`config.mk`:
```
export PLATFORM = sky130hd
export DESIGN_NAME = switch_judge_flat
export DESIGN_NICKNAME = d
export VERILOG_FILES = /design/src/rtl/switch_judge_if.sv /design/src/rtl/switch_judge.sv /design/src/flat_wrapper.sv
export SDC_FILE = /design/constraint.sdc
export NUM_CORES = 1
export LEC_CHECK = 0
export ABC_AREA = 1
export BUFFER_PORTS_ARGS = -buffer_cell sky130_fd_sc_hd__buf_2
export CORE_MARGIN = 2
export CORE_UTILIZATION = 40
export DETAILED_ROUTE_END_ITERATION = 7
export PLACE_DENSITY_LB_ADDON = 0.12
export SETUP_SLACK_MARGIN = 0.2
export SYNTH_ARGS = -nofsm -noshare
export SYNTH_HDL_FRONTEND = slang
export SYNTH_SLANG_ARGS = --single-unit
export TNS_END_PERCENT = 50
```
`constraint.sdc`:
```
create_clock -name clk -period 6 [get_ports clk]
set_clock_uncertainty 0.1 [all_clocks]
set_input_delay 0.6 -clock clk [delete_from_list [all_inputs] [get_ports clk]]
set_output_delay 0.6 -clock clk [all_outputs]
set_load 0.005 [all_outputs]
```
`src/rtl/switch_judge_if.sv`:
```
// Signal bundle between the board I/O (timer, LED pattern, switches) and the switch judge.
// The judge uses the slave modport; whatever drives the game uses master.
interface switch_judge_if #(
  parameter int NUM_SW  = 16,
  parameter int SCORE_W = 6
);
  logic [5:0]         timer_in;
  logic [NUM_SW-1:0]  led_in;
  logic [NUM_SW-1:0]  sw;
  logic [SCORE_W-1:0] score_out;
  logic [SCORE_W-1:0] miss_out;
  logic               hit;
  logic               miss;
  logic               game_over;

  modport slave (
    input  timer_in, led_in, sw,
    output score_out, miss_out, hit, miss, game_over
  );

  modport master (
    output timer_in, led_in, sw,
    input  score_out, miss_out, hit, miss, game_over
  );
endinterface

```
`src/rtl/switch_judge.sv`:
```
// Judges one switch toggle per timer window against the lit LED and keeps hit/miss scores.
// Optional SWITCH_JUDGE_MISS_PENALTY_EN: each miss also decrements the score, floored at 0.
module switch_judge #(
  parameter int NUM_SW    = 16,
  parameter int SCORE_W   = 6,
  parameter int SCORE_MAX = 63
) (
  input  logic           clk,
  input  logic           rst,
  switch_judge_if.slave  bus
);

  typedef enum logic [1:0] {IDLE, ARMED, LOCKED, DONE} state_t;

  localparam logic [SCORE_W-1:0] CNT_MAX = SCORE_W'(SCORE_MAX);
  localparam logic [SCORE_W-1:0] CNT_ONE = SCORE_W'(1);

  state_t             state_q, state_d;
  logic [NUM_SW-1:0]  sync1_q, sw_s_q, sw_prev_q;
  logic [NUM_SW-1:0]  target_q, target_d;
  logic [5:0]         timer_prev_q;
  logic [SCORE_W-1:0] score_q, score_d;
  logic [SCORE_W-1:0] miss_cnt_q, miss_cnt_d;
  logic               hit_q, hit_d;
  logic               miss_q, miss_d;

  logic [NUM_SW-1:0]  toggle;
  logic               tchg;
  logic               timer_zero;

  assign toggle     = sw_s_q ^ sw_prev_q;
  assign tchg       = (bus.timer_in != timer_prev_q);
  assign timer_zero = (bus.timer_in == 6'd0);

  always_ff @(posedge clk or posedge rst) begin
    if (rst) begin
      sync1_q      <= '0;
      sw_s_q       <= '0;
      sw_prev_q    <= '0;
      timer_prev_q <= '0;
      target_q     <= '0;
      state_q      <= IDLE;
      score_q      <= '0;
      miss_cnt_q   <= '0;
      hit_q        <= 1'b0;
      miss_q       <= 1'b0;
    end else begin
      sync1_q      <= bus.sw;
      sw_s_q       <= sync1_q;
      sw_prev_q    <= sw_s_q;
      timer_prev_q <= bus.timer_in;
      target_q     <= target_d;
      state_q      <= state_d;
      score_q      <= score_d;
      miss_cnt_q   <= miss_cnt_d;
      hit_q        <= hit_d;
      miss_q       <= miss_d;
    end
  end

  always_comb begin
    state_d    = state_q;
    target_d   = target_q;
    score_d    = score_q;
    miss_cnt_d = miss_cnt_q;
    hit_d      = 1'b0;
    miss_d     = 1'b0;

    if (tchg && !timer_zero) begin
      target_d = bus.led_in;
    end

    case (state_q)
      IDLE: begin
        if (tchg && !timer_zero) begin
          state_d = ARMED;
        end
      end
      ARMED: begin
        // A timer change in the same cycle as a toggle discards the toggle.
        if (tchg) begin
          state_d = timer_zero ? DONE : ARMED;
        end else if (toggle != '0) begin
          state_d = LOCKED;
          if (((toggle & target_q) != '0) && ((toggle & ~target_q) == '0)) begin
            hit_d = 1'b1;
            if (score_q != CNT_MAX) begin
              score_d = score_q + CNT_ONE;
            end
          end else begin
            miss_d = 1'b1;
            if (miss_cnt_q != CNT_MAX) begin
              miss_cnt_d = miss_cnt_q + CNT_ONE;
            end
`ifdef SWITCH_JUDGE_MISS_PENALTY_EN
            if (score_q != '0) begin
              score_d = score_q - CNT_ONE;
            end
`endif
          end
        end
      end
      LOCKED: begin
        if (tchg) begin
          state_d = timer_zero ? DONE : ARMED;
        end
      end
      DONE: begin
        state_d = DONE;
      end
      default: begin
        state_d = IDLE;
      end
    endcase
  end

  assign bus.score_out = score_q;
  assign bus.miss_out  = miss_cnt_q;
  assign bus.hit       = hit_q;
  assign bus.miss      = miss_q;
  assign bus.game_over = (state_q == DONE);

endmodule

```
`src/flat_wrapper.sv`:
```
// flat-port wrapper written by rule: the top's interface ports become plain ports
module switch_judge_flat 
#(
  parameter int NUM_SW    = 16,
  parameter int SCORE_W   = 6,
  parameter int SCORE_MAX = 63
)
  (clk, rst, bus_timer_in, bus_led_in, bus_sw, bus_score_out, bus_miss_out, bus_hit, bus_miss, bus_game_over);
  switch_judge_if #(.NUM_SW(NUM_SW), .SCORE_W(SCORE_W)) bus_i ();
  input  logic clk;
  input  logic rst;
  input wire logic [$bits(bus_i.timer_in)-1:0] bus_timer_in;
  input wire logic [$bits(bus_i.led_in)-1:0] bus_led_in;
  input wire logic [$bits(bus_i.sw)-1:0] bus_sw;
  output wire logic [$bits(bus_i.score_out)-1:0] bus_score_out;
  output wire logic [$bits(bus_i.miss_out)-1:0] bus_miss_out;
  output wire logic [$bits(bus_i.hit)-1:0] bus_hit;
  output wire logic [$bits(bus_i.miss)-1:0] bus_miss;
  output wire logic [$bits(bus_i.game_over)-1:0] bus_game_over;
  assign bus_i.timer_in = bus_timer_in;
  assign bus_i.led_in = bus_led_in;
  assign bus_i.sw = bus_sw;
  assign bus_score_out = bus_i.score_out;
  assign bus_miss_out = bus_i.miss_out;
  assign bus_hit = bus_i.hit;
  assign bus_miss = bus_i.miss;
  assign bus_game_over = bus_i.game_over;
  switch_judge #(.NUM_SW(NUM_SW), .SCORE_W(SCORE_W), .SCORE_MAX(SCORE_MAX)) u_core (.clk(clk), .rst(rst), .bus(bus_i));
endmodule
```
=== After elaboration in Yosys (flattened, before gate mapping) ===
Index checks and enable logic that the tools add are counted.

* Add/sub/neg operators: 2
* Equality and inequality tests: 9
* Multiplexer cells: 14
* Bitwise logic cells: 6
* Reduce and logical (&&, ||, !) cells: 11

{| class="wikitable"
|+ Operator list
! operator !! number
|-
| $and A16 B16 Y16 || 2
|-
| $reduce_bool A16 Y1 || 2
|-
| $logic_not A16 Y1 || 1
|-
| $not A16 Y16 || 1
|-
| $xor A16 B16 Y16 || 1
|-
| $add A6 B1 Y6 const B || 2
|-
| $ne A6 B6 Y1 const B || 2
|-
| $mux W2 || 5
|-
| $reduce_and A5 Y1 || 2
|-
| $mux W1 || 8
|-
| $pmux W2 S4 || 1
|-
| $logic_not A6 Y1 || 1
|-
| $ne A6 B6 Y1 || 1
|-
| $eq A2 B2 Y1 const B || 2
|-
| $ne A2 B1 Y1 const B || 2
|-
| $ne A3 B1 Y1 const B || 1
|-
| $reduce_and A3 Y1 || 1
|-
| $eq A2 B1 Y1 const B || 1
|-
| $logic_and A1 B1 Y1 || 2
|-
| $logic_not A2 Y1 || 1
|-
| $not A1 Y1 || 2
|-
| $logic_not A1 Y1 || 1
|}

* Bits in registers: 86
* Input bits: 40
* Output and inout port bits: 15

=== Depth between registers and ports, before layout ===
Gate-level depths: netlist (run 1).

* Depth after elaboration: 8
* Depth in mapped cells: 11

=== Worst setup path before layout (run 1) ===
No wires, ideal clock.

* Kind: input port to flip-flop
* Start point: input port bus_timer_in[3]
* End point: register u_core.target_q[1]
* Library setup time: 0.125 ns
* Data arrival time: 1.566 ns
* Required time: 5.775 ns
* Slack: 4.210 ns
* Stages: 5
* Path buffers: 0
* Path through: or2_1 -> a21oi_4 -> nand3_4 -> nand2_4 -> mux2_2

* Word-level cells in the longest chain between the ends: 3
* Elaborated cells between the ends (all ways): 4
* Classes of those cells: eq/ne (1); reduce/logical (3)

{| class="wikitable"
|+ Ends and longest elaborated chain
! element !! line !! text
|-
| start, declared || flat_wrapper.sv:12 || <nowiki>input wire logic [$bits(bus_i.timer_in)-1:0] bus_timer_in;</nowiki>
|-
| $logic_not A6 Y1 || switch_judge.sv:33 || <nowiki>assign timer_zero = (bus.timer_in == 6'd0);</nowiki>
|-
| $logic_not A1 Y1 || switch_judge.sv:69 || <nowiki>if (tchg && !timer_zero) begin</nowiki>
|-
| $logic_and A1 B1 Y1 * || switch_judge.sv:69 ||
|-
| end signal, assigned || switch_judge.sv:52 || <nowiki>target_q <= target_d;</nowiki>
|-
| end, declared || switch_judge.sv:20 || <nowiki>logic [NUM_SW-1:0] target_q, target_d;</nowiki>
|}

Every way passes the cells marked *; elsewhere a longest branch is shown, timed or not.
A chain may end at the register's enable or synchronous reset.

=== Final worst setup path (run 1) ===
* Start point: register u_core.sw_s_q[10]
* End point: register u_core.miss_cnt_q[0], in the netlist u_core.bus.miss_out[0]

* Word-level cells in the longest chain between the ends: 6
* Elaborated cells between the ends (all ways): 9
* Classes of those cells: bitwise (4); reduce/logical (5)

{| class="wikitable"
|+ Ends and longest elaborated chain
! element !! line !! text
|-
| start, declared || switch_judge.sv:19 || <nowiki>logic [NUM_SW-1:0] sync1_q, sw_s_q, sw_prev_q;</nowiki>
|-
| start signal, assigned || switch_judge.sv:49 || <nowiki>sw_s_q <= sync1_q;</nowiki>
|-
| $xor A16 B16 Y16 * || switch_judge.sv:31 || <nowiki>assign toggle = sw_s_q ^ sw_prev_q;</nowiki>
|-
| $and A16 B16 Y16 || switch_judge.sv:85 || <nowiki>if (((toggle & target_q) != '0) && ((toggle & ~target_q) == '0)) begin</nowiki>
|-
| $reduce_bool A16 Y1 or $logic_not A16 Y1 (tied branches) || switch_judge.sv:85 ||
|-
| $logic_and A1 B1 Y1 || switch_judge.sv:85 ||
|-
| $not A1 Y1 (no source line) || n/a ||
|-
| $reduce_and A5 Y1 (no source line) * || n/a ||
|-
| end signal, assigned || switch_judge.sv:55 || <nowiki>miss_cnt_q <= miss_cnt_d;</nowiki>
|-
| end, declared || switch_judge.sv:23 || <nowiki>logic [SCORE_W-1:0] miss_cnt_q, miss_cnt_d;</nowiki>
|}

Marked as above.

==> results.md, run 1 <==
Layout:
- The count of inserted antenna diode cells is 0.
- The layout-stage area growth over the synthesis result is 15.6%.
- The area taken by multi-input logic gates is 1270 µm².
- The post-layout instance area is 4270 µm².
- Excluding fillers, the count of instances in the completed layout stands at 576.
- The filler cells instantiated in the layout total 900.
- Measured on the finished design, the core utilization comes to 46.9%.
- The most common cell after layout, fill and taps aside is sky130_fd_sc_hd__nand2_1.
- The library cells used most frequently in the layout, excluding fill and tap cells, are sky130_fd_sc_hd__nand2_1, sky130_fd_sc_hd__dfrtp_1, sky130_fd_sc_hd__inv_1.
- Of the cells placed in the final design, the portion with a size suffix greater than 1 is 19.6%.
- In the final design database the tool counted 502 nets.
- The area taken by flip-flops and latches is 2150 µm².

Timing:
- Setup repair after global routing left no endpoint under its margin.
- The relative slew slack is 28.7%.
- The setup-violating endpoint count in the final report is 0.
- The post-route fraction of the period consumed by the critical path is 31.6%.
- The clock period minus final worst setup slack is 1.89 ns.
- The total count of max-transition violations in the final report is 0.
- The slew at the pin closest to its max-slew limit is 1.07 ns.
- For the final routed database, the setup TNS stands at 0 ns.
- The final-report hold violation count is 0.
- The achievable frequency is 528 MHz.

Place:
- After detailed placement, the design holds a cell count of 560.
- The total placed instance area is 4070 µm².
- The global placement routability congestion is 0.750.
- The placed wire-length estimate after detailed placement is 4870 µm.
- The number of buffer cells added on primary ports is 54.

Worst setup path:
- The reg-to-reg critical path endpoint is u_core.bus.miss_out[0].
- The most critical setup path has its endpoint at u_core.bus.miss_out[0].
- The start-to-end type of the worst setup path is flip-flop to flip-flop.
- For flop-to-flop paths, the worst setup slack is 4.11 ns.
- The worst-path maximum fanout is 7.
- The startpoint identified for the worst register-to-register timing path is u_core.sw_s_q[10].
- The highest cell delay on the worst timing path is 0.40 ns.
- The required time at the endpoint of the critical path is 6.14 ns.
- Tracing the worst setup path back leads to its startpoint at u_core.sw_s_q[10].
- The critical path goes through inv_1 > nand2_1 > nand3_1 > nand2_1 > nor2_1 > nand2_1 > nor2_1 > nand2_1 > nand4_1 > nand2_1.
- The cell seen most often among critical-path stages is sky130_fd_sc_hd__nand2_1.
- At the worst endpoint, the arrival time is 2.03 ns.
- The logic depth of the worst register-to-register path is 10.
- The worst setup path is captured at a flip-flop.
- The cell with the largest stage delay on the worst path is sky130_fd_sc_hd__dfrtp_1.
- The sort of element at the start of the critical path is a flip-flop.

Power:
- The highest ir drop seen on vdd is 126 µV.
- The design draws 1.17 mW.
- The power per cell area is 275 nW/µm².
- The leakage power is 2.32 nW.

Floorplanning:
- The die covers 10000 µm².
- 55 I/O pins were placed.
- The floorplan step set the die height to 100 µm.
- The initialized floorplan defines 35 standard-cell rows.
- For this configuration, the core starts out at a cell density of 40.5%.
- The die is 100 µm wide.
- The region available for standard cell placement spans 9110 µm².

Route:
- The total routed wirelength is 6720 µm.
- The total vias in the final route is 2629.
- The DRC violations left is 0.
- The violation count after the first detailed-route iteration is 42.
- The vias per cell is 4.56.
- The number of detailed-routing iterations run before antenna repair is 4.
- Dividing the detail-routed wire length by the instance count gives 11.7 µm.
- Once detail routing completed, the nets flagged for antenna violations numbered 0.

Synthesis:
- Synthesis produced 397 cells.
- The netlist area before placement is 3690 µm².
- The number of nets handed over by synthesis was 439.
- The yosys synthesis warning count is 0.
- Synthesis inferred 86 register bits.
- Dividing the synthesized area by the synthesized cell count gives 9.30 µm².
- The share of synthesized area occupied by flip-flops and latches is 58.3%.
- Counting distinct cell types in the post-synthesis netlist gives 29.

CTS:
- The maximum number of buffers from clock root to sink is 2.
- The clock insertion delay at the later pin of the skew report is 0.35 ns.
- The H-tree depth is 3.
- The number of hold buffers added after CTS was 0.
- The number of buffers inserted by post-CTS setup repair is 0.
- The number of clock buffers added by TritonCTS is 9.
- CTS placed an instance of sky130_fd_sc_hd__clkbuf_8 at the clock tree root.
- The TritonCTS clock tree is built.
- The number of cells upsized or downsized after cts is 0.
- Clock-pin slew was measured on the worst setup and hold paths at 0.09 ns.
- Clock tree synthesis found a total of 86 sinks.

Run status:
- The run finished with clean final reports.

Job:
- The count of max-cap constraint violations is 0.

Global route:
- The initial antenna violation count is 0.
- The first global-routing pass estimated 11700 µm of wire.
- The total overflow reported by the global router is 0.
- The via count of the first global-routing pass is 2526.
- The total global routing track utilization is 14.8%.
- Entering global routing, the biggest net connects 87 pins.

Min path:
- Counting instances, the worst hold path has a depth of 1.
- The min-delay analysis places its worst path in the category input pin to flip-flop.
==> cells by family after synthesis <==
group | after synthesis | synth area share [%]
xor+xnor | 12 | 2.85
buf+inv | 64 | 7.25
compound gates | 19 | 4.00
fa+ha+maj | 2 | 0.678
flops | 86 | 58.3
simple gates | 212 | 26.3
mux | 2 | 0.610
==> worst max-delay path, delay by kind of cell, from the launching register on <==
kind / cells / cell delay, ns
buffers and inverters: 1 / 0.06
flip-flops: 1 / 0.40
AND/OR/NAND/NOR: 9 / 1.23
==> cell usage after synthesis <==
cell	count	area share, %
sky130_fd_sc_hd__mux2_2	2	0.61
sky130_fd_sc_hd__a21oi_2	11	2.6
sky130_fd_sc_hd__dfrtp_1	86	58
sky130_fd_sc_hd__nand4_4	1	0.58
sky130_fd_sc_hd__buf_6	1	0.31
sky130_fd_sc_hd__clkinv_1	1	0.10
sky130_fd_sc_hd__buf_12	1	0.54
sky130_fd_sc_hd__inv_1	60	6.1
sky130_fd_sc_hd__nand3_1	35	4.7
sky130_fd_sc_hd__xor2_1	10	2.4
sky130_fd_sc_hd__nand2_1	113	11
sky130_fd_sc_hd__nor2_4	1	0.31
sky130_fd_sc_hd__or2_1	1	0.17
sky130_fd_sc_hd__nand3_4	1	0.47
sky130_fd_sc_hd__o21ai_0	1	0.14
sky130_fd_sc_hd__ha_1	2	0.68
sky130_fd_sc_hd__a21oi_1	6	0.81
sky130_fd_sc_hd__buf_4	1	0.20
sky130_fd_sc_hd__and2_0	2	0.34
sky130_fd_sc_hd__nor4_1	1	0.17
sky130_fd_sc_hd__nand2_4	1	0.31
sky130_fd_sc_hd__nand3b_1	4	0.81
sky130_fd_sc_hd__nor2_8	1	0.54
sky130_fd_sc_hd__a21oi_4	1	0.44
sky130_fd_sc_hd__nor3_2	1	0.27
sky130_fd_sc_hd__xnor2_1	2	0.47
sky130_fd_sc_hd__nor3_1	2	0.27
sky130_fd_sc_hd__nor2_1	34	3.5
sky130_fd_sc_hd__nand4_1	14	2.4
==> where the power goes <==
part,internal (mW),switching (mW)
Combinational,0.0507,0.0795
Sequential,0.614,0.0234
Clock,0.195,0.210
Total,0.860,0.313
==> metrics by stage <==
step                setup slack, ns  hold slack [ns]
finish                         4.11            0.249
CTS                            4.08            0.224
global route                   3.88            0.212
floorplan                      3.08            0.231
detailed placement             3.70            0.235
global placement               3.75            0.233
==> worst min-delay path by stage <==
stage	start	slack [ns]	to
after floorplan	u_core.sync1_q[0]	0.23	u_core.sw_s_q[0]
after global placement	u_core.sync1_q[6]	0.23	u_core.sw_s_q[6]
after detailed placement	u_core.sync1_q[1]	0.23	u_core.sw_s_q[1]
after CTS	bus_sw[5]	0.22	u_core.sync1_q[5]
after global routing	bus_sw[2]	0.21	u_core.sync1_q[2]
final	bus_sw[12]	0.25	u_core.sync1_q[12]
==> state kept, by name, indices dropped and copies added (netlist names) <==
signal	count
u_core.bus.hit	1
u_core.sw_s_q	16
u_core.sync1_q	16
u_core.sw_prev_q	16
u_core.state_q	2
u_core.bus.miss_out	6
u_core.timer_prev_q	6
u_core.bus.miss	1
u_core.target_q	16
u_core.bus.score_out	6
==> final cells by class <==
cell class,instances,share of cell area [%]
flip-flops and latches,86,50.4
multi-input cells,247,29.8
repair buffers,55,6.51
inverters,61,5.39
well taps,111,3.25
clock buffers,10,2.99
clock inverters,6,1.64
==> layer usage <==
layer	part of all wire, %	global-route usage, %	vias to the layer above
li1	-	-	1375
met5	0	0	-
met4	1.2	4.32	0
met3	4.5	4.94	8
met1	48	20.1	1203
met2	46	22.9	43
(Power assumes the default switching activity.)
==> run 2: changes to the inputs <==
--- a/config.mk
+++ b/config.mk
@@ -5,7 +5,7 @@
 export SDC_FILE = /design/constraint.sdc
 export NUM_CORES = 1
 export LEC_CHECK = 0
-export ABC_AREA = 1
+export ABC_AREA = 0
 export BUFFER_PORTS_ARGS = -buffer_cell sky130_fd_sc_hd__buf_2
 export CORE_MARGIN = 2
 export CORE_UTILIZATION = 40
==> constraint.sdc (replaced) <==
create_clock -name clk -period 1.8 [get_ports clk]
set_clock_uncertainty 0.1 [all_clocks]
set_input_delay 0.18 -clock clk [delete_from_list [all_inputs] [get_ports clk]]
set_output_delay 0.18 -clock clk [all_outputs]
set_load 0.005 [all_outputs]
==> results.md, run 2 <==
Synthesis:
- In the synthesized netlist the dominant register cell turns out to be sky130_fd_sc_hd__dfrtp_1.
- The number of synthesized flops with an enable pin is 0 (unchanged).
- The number of different library cells in the post-synthesis netlist is 35 (+21%).
- The netlist area before placement is 3200 µm² (-13%).
- The area share of the largest cell type after synthesis is 67.3% (+9.0 points).
- The post-synthesis area per instance is 14.3 µm² (+53%).
- By count the netlist is led by sky130_fd_sc_hd__dfrtp_1, sky130_fd_sc_hd__mux2_2, sky130_fd_sc_hd__xor2_1, sky130_fd_sc_hd__xnor2_1, sky130_fd_sc_hd__inv_1.
- The yosys synthesis warning count came to 0 (unchanged).
- The most frequent cell after synthesis is sky130_fd_sc_hd__dfrtp_1.
- The cell count after synthesis is 224 (-44%).
- sky130_fd_sc_hd__dfrtp_1 takes more of the synthesized area than any other cell.
- The share of synthesized area occupied by flip-flops and latches is 67.3% (+9.0 points).
- The post-synthesis net count came to 266 (-39%).
- The number of flip-flops and latches in the synthesized netlist came to 86 (unchanged).
- Ranked by total cell area, the synthesized netlist is headed by sky130_fd_sc_hd__dfrtp_1, sky130_fd_sc_hd__mux2_2, sky130_fd_sc_hd__xor2_1.
- The share of flip-flops with an asynchronous set or reset after synthesis is 100% (unchanged).

CTS:
- The clock slew at the register clock pins of the worst setup and hold paths was 0.09 ns (about the same).
- The sink count of the clock tree came to 86 (unchanged).
- The tree is rooted in a sky130_fd_sc_hd__clkbuf_8.
- The maximum number of buffers from clock root to sink came to 2 (unchanged).
- The H-tree depth is 3 (unchanged).
- The number of buffers created by CTS is 9 (unchanged).
- The clock insertion delay at the later pin of the skew report came to 0.35 ns (about the same).
- TritonCTS built the clock tree.

Timing:
- The total negative setup slack was -7.38 ns (-7.38 ns).
- The worst hold margin was 0.254 ns (+0.00508 ns).
- The slew at the pin closest to its max-slew limit is 0.486 ns (-0.583 ns).
- The clock period minus final worst setup slack is 2.27 ns (+0.379 ns).
- The post-layout worst setup margin came to -0.473 ns (-4.58 ns).
- Setup repair after global routing could not meet its margin everywhere.
- The total count of max-transition violations in the final report is 0 (unchanged).
- The post-route fraction of the period consumed by the critical path was 126% (+95 points).
- The setup-violating endpoint count in the final report is 32 (+32).
- The relative slew slack came to 67.5% (+39 points).
- The achievable frequency is 440 MHz (-17%).
- The final-report hold violation count is 0 (unchanged).

Route:
- The total routed wirelength is 6420 µm (-4.4%).
- The number of detailed-routing iterations run before antenna repair is 4 (unchanged).
- The total vias in the final route came to 2213 (-16%).
- The routed length on met2 is 3310 µm (+6.8%).
- The total routed wire length on the met1 layer is 2820 µm (-13%).
- The routed length on met3 is 210 µm (-30%).
- The DRC violations left came to 0 (unchanged).
- The vias per cell is 4.57 (+0.18%).
- The violation count after the first detailed-route iteration is 52 (+24%).
- In this run the top signal layer used is met4.
- The post-route antenna net violation count is 0 (unchanged).
- The detail-routed net length per standard cell is 13.3 µm (+14%).

Layout:
- The utilization of the core after routing is 62.4% (+16 points).
- The post-layout instance area is 4820 µm² (+13%).
- The most common cell after layout, fill and taps aside is sky130_fd_sc_hd__dfrtp_1.
- In the layout the commonest cells are sky130_fd_sc_hd__dfrtp_1, sky130_fd_sc_hd__buf_2, sky130_fd_sc_hd__dlygate4sd3_1, sky130_fd_sc_hd__buf_4, sky130_fd_sc_hd__mux2_2.
- The net count of the finished layout came to 419 (-17%).
- The fraction of final layout cells with drive strength greater than 1 is 44.8% (+25 points).
- The number of non-filler instances in the completed layout is 484 (-16%).
- The count of inserted antenna diode cells is 0 (unchanged).
- Compared with the post-synthesis result, the final layout area differs by 50.9%.

Place:
- The placed wire-length estimate after detailed placement is 4340 µm (-11%).
- The total placed instance area is 3950 µm² (-2.9%).
- The number of buffer cells added on primary ports is 54 (unchanged).
- The number of placed cells counting well taps is 421 (-25%).
- The minimum setup slack after placement came to -0.668 ns (-4.37 ns).
- The global placement routability congestion is 0.767 (+2.3%).

Power:
- The total power of the final layout came to 4.01 mW (+240%).
- The power per cell area is 831 nW/µm² (+200%).
- The highest ir drop seen on vdd was 535 µV (+330%).
- The leakage power came to 2.27 nW (-2.3%).

Worst setup path:
- The register-to-register setup slack was -0.47 ns (-4.58 ns).
- Tracing the worst setup path back leads to its startpoint at u_core.timer_prev_q[2].
- The kind of capture point of the worst setup path is a flip-flop.
- By startpoint and endpoint, the worst setup path is classified as flip-flop to flip-flop.
- The required time at the endpoint of the critical path came to 1.97 ns (-4.17 ns).
- The arrival time of the worst setup path is 2.45 ns (+0.42 ns).
- The startpoint identified for the worst register-to-register timing path is u_core.timer_prev_q[2].
- The worst-path maximum fanout was 3 (-4).
- The sort of element at the start of the critical path is a flip-flop.

Run status:
- The final reports fail on setup timing.
- The flow ran to the end, but the final reports show violations.

Floorplanning:
- The width of the die is 93.4 µm (-6.7%).
- The boundary pin count is 55 (unchanged).
- The number of core rows was 32 (-8.6%).
- The area inside the core boundary is 7730 µm² (-15%).
- The chip height was 93.4 µm (-6.7%).
- The starting density of the core is 41.4% (+0.83 points).
- The overall die area is 8720 µm² (-13%).

Global route:
- The total global routing track utilization is 16.4% (+1.6 points).
- The maximum number of pins on one net before global-route repair is 44 (-49%).
- The via count of the first global-routing pass is 2311 (-8.5%).
- The total overflow reported by the global router came to 0 (unchanged).
- The initial antenna violation count came to 0 (unchanged).
- The wire length of the first global-routing pass is 10900 µm (-7.0%).

Min path:
- The min-delay analysis places its worst path in the category flip-flop to flip-flop.
- The worst hold path begins at u_core.sync1_q[7].

Job:
- The count of max-cap constraint violations is 0 (unchanged).
==> run 2: changes by cell type in the layout (fill, tap and decap cells not counted), sizes merged, moves of 16 or more <==
| cell | change |
|---|---|
| buf | +51 |
| dlygate4sd3 | +39 |
| inv | -48 |
| mux2 | +16 |
| nand2 | -111 |
| nand3 | -31 |
| nor2 | -27 |
==> run 2: layout make-up <==
type | count | area, µm²
clock buffers | 10 | 138
clock inverters | 6 | 51.3
fillers | 607 | 2910
inverters | 11 | 45.0
multi-input cells | 124 | 1180
flip-flops and latches | 86 | 2150
well taps | 102 | 128
repair buffers | 145 | 1130
==> run 2: repair_timing <==
action                                  4_1_cts  5_1_grt
setup buffers                                 4        4
resized for setup                            26       16
endpoints found under the setup margin       32       32
hold endpoints to repair                     56        0
hold buffers                                 39        0
pin swaps                                     9        4
==> run 2: kinds of logic (layout without fill, tap and decap cells) <==
family          count (synthesis)  count (layout)  share of synthesized area [%]
flops                          86              86                           67.3
simple gates                   54              54                           11.1
xor+xnor                       31              31                           8.50
compound gates                 19              19                           4.23
mux                            18              18                           6.34
buf+inv                        14             172                           1.72
fa+ha+maj                       2               2                          0.783
==> run 2: worst paths after layout <==
path / to / depth (start not counted)
hold / removal: u_core.sw_s_q[7] / 0
hold reg to reg: u_core.sw_s_q[7] / 0
setup reg to reg: u_core.bus.hit / 9
setup / recovery: u_core.bus.hit / 9
max in group asynchronous: u_core.sync1_q[0] / 4
min in group asynchronous: u_core.timer_prev_q[4] / 3
==> run 2: power breakdown <==
part,internal (mW),total [mW],switching [mW]
Combinational,0.363,0.618,0.255
Clock,0.558,1.26,0.704
Sequential,2.05,2.13,0.0744
==> run 2: per-layer routing <==
metal	up-vias	track usage (%)
met1	1080	21.4
met2	41	27.0
li1	1086	-
met3	6	3.22
met5	-	0
met4	0	6.62
==> run 2: critical path: stages, from the launching register on <==
cell	delay (ns)
sky130_fd_sc_hd__dfrtp_1	0.38
sky130_fd_sc_hd__xor2_1	0.14
sky130_fd_sc_hd__nor4_2	0.31
sky130_fd_sc_hd__nand3_2	0.12
sky130_fd_sc_hd__or4_4	0.53
sky130_fd_sc_hd__buf_4	0.16
sky130_fd_sc_hd__buf_6	0.11
sky130_fd_sc_hd__buf_6	0.10
sky130_fd_sc_hd__buf_6	0.11
sky130_fd_sc_hd__nor3_2	0.15
